--- src/rtl/vga_timing_generator.sv ---
// VGA raster timing generator: horizontal/vertical pixel counters with registered
// sync, blanking and line/frame markers, all decoded from the next-state counters.
module vga_timing_generator #(
    parameter int H_ACTIVE   = 640,
    parameter int H_FP       = 16,
    parameter int H_SYNC     = 96,
    parameter int H_BP       = 48,
    parameter int V_ACTIVE   = 480,
    parameter int V_FP       = 10,
    parameter int V_SYNC     = 2,
    parameter int V_BP       = 33,
    parameter bit H_SYNC_POL = 1'b0,
    parameter bit V_SYNC_POL = 1'b0,
    parameter int CNT_W      = 16
) (
    input  logic             clk_25MHz,
    input  logic             rst_n,
    input  logic             pix_en,
    output logic [CNT_W-1:0] h_count,
    output logic [CNT_W-1:0] v_count,
    output logic             hsync,
    output logic             vsync,
    output logic             video_on,
    output logic             line_end,
    output logic             frame_end
);

    localparam int H_TOTAL = H_ACTIVE + H_FP + H_SYNC + H_BP;
    localparam int V_TOTAL = V_ACTIVE + V_FP + V_SYNC + V_BP;

    localparam logic [CNT_W-1:0] H_LAST       = CNT_W'(H_TOTAL - 1);
    localparam logic [CNT_W-1:0] V_LAST       = CNT_W'(V_TOTAL - 1);
    localparam logic [CNT_W-1:0] H_ACT_END    = CNT_W'(H_ACTIVE);
    localparam logic [CNT_W-1:0] V_ACT_END    = CNT_W'(V_ACTIVE);
    localparam logic [CNT_W-1:0] H_SYNC_START = CNT_W'(H_ACTIVE + H_FP);
    localparam logic [CNT_W-1:0] H_SYNC_END   = CNT_W'(H_ACTIVE + H_FP + H_SYNC);
    localparam logic [CNT_W-1:0] V_SYNC_START = CNT_W'(V_ACTIVE + V_FP);
    localparam logic [CNT_W-1:0] V_SYNC_END   = CNT_W'(V_ACTIVE + V_FP + V_SYNC);

    // Half-open range test [lo, hi_excl)
    function automatic logic in_range(input logic [CNT_W-1:0] c,
                                      input logic [CNT_W-1:0] lo,
                                      input logic [CNT_W-1:0] hi_excl);
        return (c >= lo) && (c < hi_excl);
    endfunction

    logic [CNT_W-1:0] h_next;
    logic [CNT_W-1:0] v_next;
    logic             hsync_next;
    logic             vsync_next;
    logic             video_on_next;
    logic             line_end_next;
    logic             frame_end_next;

    always_comb begin
        h_next = h_count + CNT_W'(1);
        v_next = v_count;
        if (h_count == H_LAST) begin
            h_next = '0;
            v_next = (v_count == V_LAST) ? '0 : v_count + CNT_W'(1);
        end
    end

    // Decode from the next-state counters so outputs line up with h_count/v_count
    always_comb begin
        hsync_next     = in_range(h_next, H_SYNC_START, H_SYNC_END) ? H_SYNC_POL : ~H_SYNC_POL;
        vsync_next     = in_range(v_next, V_SYNC_START, V_SYNC_END) ? V_SYNC_POL : ~V_SYNC_POL;
        video_on_next  = (h_next < H_ACT_END) && (v_next < V_ACT_END);
        line_end_next  = (h_next == H_LAST);
        frame_end_next = (h_next == H_LAST) && (v_next == V_LAST);
    end

    always_ff @(posedge clk_25MHz or negedge rst_n) begin
        if (!rst_n) begin
            h_count   <= '0;
            v_count   <= '0;
            hsync     <= ~H_SYNC_POL;
            vsync     <= ~V_SYNC_POL;
            video_on  <= 1'b1;
            line_end  <= 1'b0;
            frame_end <= 1'b0;
        end else if (pix_en) begin
            h_count   <= h_next;
            v_count   <= v_next;
            hsync     <= hsync_next;
            vsync     <= vsync_next;
            video_on  <= video_on_next;
            line_end  <= line_end_next;
            frame_end <= frame_end_next;
        end
    end

endmodule

--- config.mk ---
export PLATFORM = sky130hd
export DESIGN_NAME = vga_timing_generator
export DESIGN_NICKNAME = d
export VERILOG_FILES = /design/src/rtl/vga_timing_generator.sv
export SDC_FILE = /design/constraint.sdc
export NUM_CORES = 1
export LEC_CHECK = 0
export CAP_MARGIN = 20
export CORE_MARGIN = 5
export CORE_UTILIZATION = 49
export DETAILED_ROUTE_END_ITERATION = 8
export GPL_ROUTABILITY_DRIVEN = 0
export PLACE_DENSITY = 0.81
export SLEW_MARGIN = 20
export SYNTH_ARGS = -nofsm -noshare
export SYNTH_HDL_FRONTEND = slang
export SYNTH_SLANG_ARGS = --single-unit
export TNS_END_PERCENT = 30
--- constraint.sdc ---
create_clock -name clk_25MHz -period 4.84 [get_ports clk_25MHz]
set_clock_uncertainty 0.2 [all_clocks]
set_input_delay 0.968 -clock clk_25MHz [delete_from_list [all_inputs] [get_ports clk_25MHz]]
set_output_delay 0.968 -clock clk_25MHz [all_outputs]
set_load 0.01 [all_outputs]
==> impl_metrics.csv <==
group,metric,value,unit
outcome,status,"finished, final reports clean",
timing,tns,0,ns
die,rows,26,
die,start_util,50.9,%
timing,period_share,66.6,%
finish,fillCellCount,475,
route,drt-vias-per-instance,6.31,
synthesis,synthArstFlopShare,100,%
pwr,combPwrFrac,26.5,%
grt,grt_max_degree,38,
clock_tree,cts_tree,"built",
grt,met2_usage,29.2,%
worst_setup_path,cp_data_arrival_time,3.25,ns
worst_hold_path,hp-class,"reg -> reg",
timing,fmax,310,MHz
synthesis,synth_cell_types,59,
timing,rsz0062_at_grt,"false",
grt,antenna_found_initial,0,
die,die_area,6900,um2
route,final_antenna_net_count,0,
clock_tree,cts_buffers,5,
finish,diodes,0,
route,vias,2582,
grt,grt_util_met3,3.76,%
pwr,peakVddDrop,0.250,mV
synthesis,syn-num-nets,321,
finish,layout.nets,345,
pwr,p_leak,1.17,nW
route,wl_per_cell,16.3,um
finish,fin_util,59.7,%
worst_setup_path,reg2reg_depth,7,
clock_tree,clock-sinks,37,
worst_setup_path,path_max_fanout,17,
route,routed_wl,6670,um
synthesis,synth.avg_cell_area,8.33,um2
finish,drive_above_1_share,6.49,%
finish,final_common_cell,"clkdlybuf4s50_1",
die,core_area,5140,um2
placed_design,io_buffers,39,
clock_tree,clockBufferDepth,2,
worst_setup_path,path_cells,"or4_4 > nor4_4 > o21ai_0 > a21oi_1 > nand4_1 > nor3_2 > a41o_1",
timing,report.final.hold_viol_count,0,
synthesis,ys_seq_elements,37,
die,io_pins,40,
worst_setup_path,critical_path_class,"reg -> reg",
grt,grt.total_usage,19.5,%
worst_setup_path,critPathRequiredTime,4.87,ns
synthesis,synth_edf_count,0,
synthesis,synth_flop_cell,"dfrtp_1",
grt,globalRouteMet1Util,28.3,%
finish,layout_common_cells,"clkdlybuf4s50_1 (38), dfrtp_1 (34), nor2_1 (32), nand2_1 (27), o21ai_0 (20)",
placed_design,dp_hpwl,4710,um
die,fp.dieH,83.1,um
timing,relSlewSlack,42.6,%
clock_tree,path_clk_slew,0.08,ns
timing,setup-violations-final,0,
synthesis,synth_area,2620,um2
pwr,clkPwrFrac,24.6,%
pwr,switchingPower,0.302,mW
clock_tree,h-tree-depth,2,
run,drv_cap,0,
synthesis,syn_inst,314,
finish,area_delta_synth_final,17.2,%
route,dr.pass1.iters,7,
pwr,switching_share,34.7,%
grt,grt_overflow,0,
worst_setup_path,critPathTopFamily,"simple AND/OR/NAND/NOR gates",
route,drt_iter0_drc,356,
pwr,p_int,0.569,mW
clock_tree,post_cts_buffers,0,
clock_tree,root_buffer,"clkbuf_8",
worst_setup_path,critPathMaxStageDelay,0.77,ns
worst_setup_path,crit_buf_inv,0,
worst_hold_path,whs_path_depth,2,
clock_tree,hold_buffers,0,
pwr,pwr-share-seq,48.9,%
worst_setup_path,crit_slowest_cell,"nor4_4",
clock_tree,cts_resized,0,
pwr,p_per_area,284,nW/um2
worst_setup_path,cp.depth,7,
grt,top_usage_layer,"met2",
route,drc_errors,0,
timing,drv_slew,0,
clock_tree,clock_latency,0.30,ns
grt,grt_pass1_wl,11400,um
timing,fin_crit,3.22,ns
worst_setup_path,crit_path_end_kind,"register",
worst_setup_path,start_kind,"register",
synthesis,yosysSeqAreaShare,35.5,%
timing,worst_pin_slew,0.855,ns
synthesis,yosysWarnings,0,
grt,grt_pass1_vias,2296,
die,die_w,83.1,um
[worst register-to-register path: cells and delay by family (launching register included)]
family	cells	cell delay, ns
AO/OA/AOI/OAI	3	0.64
flip-flops	1	0.51
AND/OR/NAND/NOR	4	1.81
[flip-flops by register name, indices dropped and copies added, names as in the netlist]
signal,cells
frame_end,1
h_count,16
hsync,1
line_end,1
v_count,16
video_on,1
vsync,1
[synth_stat cells, types with 3 or more instances]
library cell  count  area share (%)
inv_1             7             1.0
a31oi_1           5             1.2
and3_1            7             1.7
clkbuf_1         13             1.9
xor2_1            8             2.7
o31ai_1           4             1.1
dfstp_2           3             3.0
and4_1            7             2.3
o21ai_0          20             3.8
buf_2             7             1.3
nand4b_1          3             1.0
xnor2_1          14             4.7
nand4_1          13             3.1
o21ai_1           5            0.96
nor4_1            9             2.2
nor3_1           11             2.1
nand3_1          18             3.4
nand2_1          27             3.9
nor2_1           32             4.6
ha_1              4             1.9
dfrtp_1          34              33
a21oi_1          13             2.5
[worst paths after layout]
kind / startpoint / endpoint / slack, ns
max: v_count[6]$_DFFE_PN0P_ / frame_end$_DFFE_PN0P_ / 1.62
min: hsync$_DFFE_PN1P_ / hsync$_DFFE_PN1P_ / 0.30
max reg2reg: v_count[6]$_DFFE_PN0P_ / frame_end$_DFFE_PN0P_ / 1.62
min reg2reg: hsync$_DFFE_PN1P_ / hsync$_DFFE_PN1P_ / 0.30
max in group asynchronous: rst_n / v_count[14]$_DFFE_PN0P_ / 3.36
min in group asynchronous: rst_n / h_count[2]$_DFFE_PN0P_ / 0.56
[cell type report]
| cell class | count | area (um2) | share of cell area [%] |
|---|---|---|---|
| multi-input cells | 246 | 1550 | 50.4 |
| flip-flops and latches | 37 | 930 | 30.3 |
| repair buffers | 40 | 393 | 12.8 |
| well taps | 70 | 87.6 | 2.86 |
| clock buffers | 8 | 80.1 | 2.61 |
| inverters | 8 | 30.0 | 0.979 |
[layer usage]
metal	share of wire (%)	vias up
li1	-	1203
met1	45	1218
met2	45	136
met3	8.2	25
met4	2.2	0
met5	0	-
[per-stage QoR]
step / power, mW / instance area (um2) / std cells / worst slack, ns / hold slack (ns)
6_report: 0.871 / 3070 / 409 / 1.62 / 0.295
3_5_place_dp: 0.662 / 2990 / 401 / 1.47 / 0.284
4_1_cts: 0.874 / 3070 / 409 / 1.69 / 0.295
2_1_floorplan: 0.559 / 2620 / 314 / 2.11 / 0.291
5_1_grt: 0.926 / 3070 / 409 / 1.40 / 0.303
3_3_place_gp: 0.655 / 2990 / 401 / 1.52 / 0.287
[cell families (layout without fill, tap and decap cells)]
group | Yosys count | count (layout) | synth area share [%]
xor gates and xnor gates | 22 | 22 | 7.37
buffers and inverters | 31 | 56 | 5.36
DFF | 37 | 37 | 35.5
adders and majority gates | 4 | 4 | 1.91
muxes | 3 | 3 | 1.24
and+or+nand+nor | 152 | 152 | 33.1
AOI/OAI and AO/OA | 65 | 65 | 15.4
[power by group through the flow]
stage / registers, mW / clock network (mW) / logic [mW]
after floorplan: 0.401 / 0 / 0.158
after global placement: 0.429 / 0 / 0.226
after detailed placement: 0.431 / 0 / 0.231
after CTS: 0.425 / 0.216 / 0.233
after global routing: 0.439 / 0.230 / 0.257
final: 0.426 / 0.214 / 0.231
No activity file was read; power rests on OpenSTA's default activity.
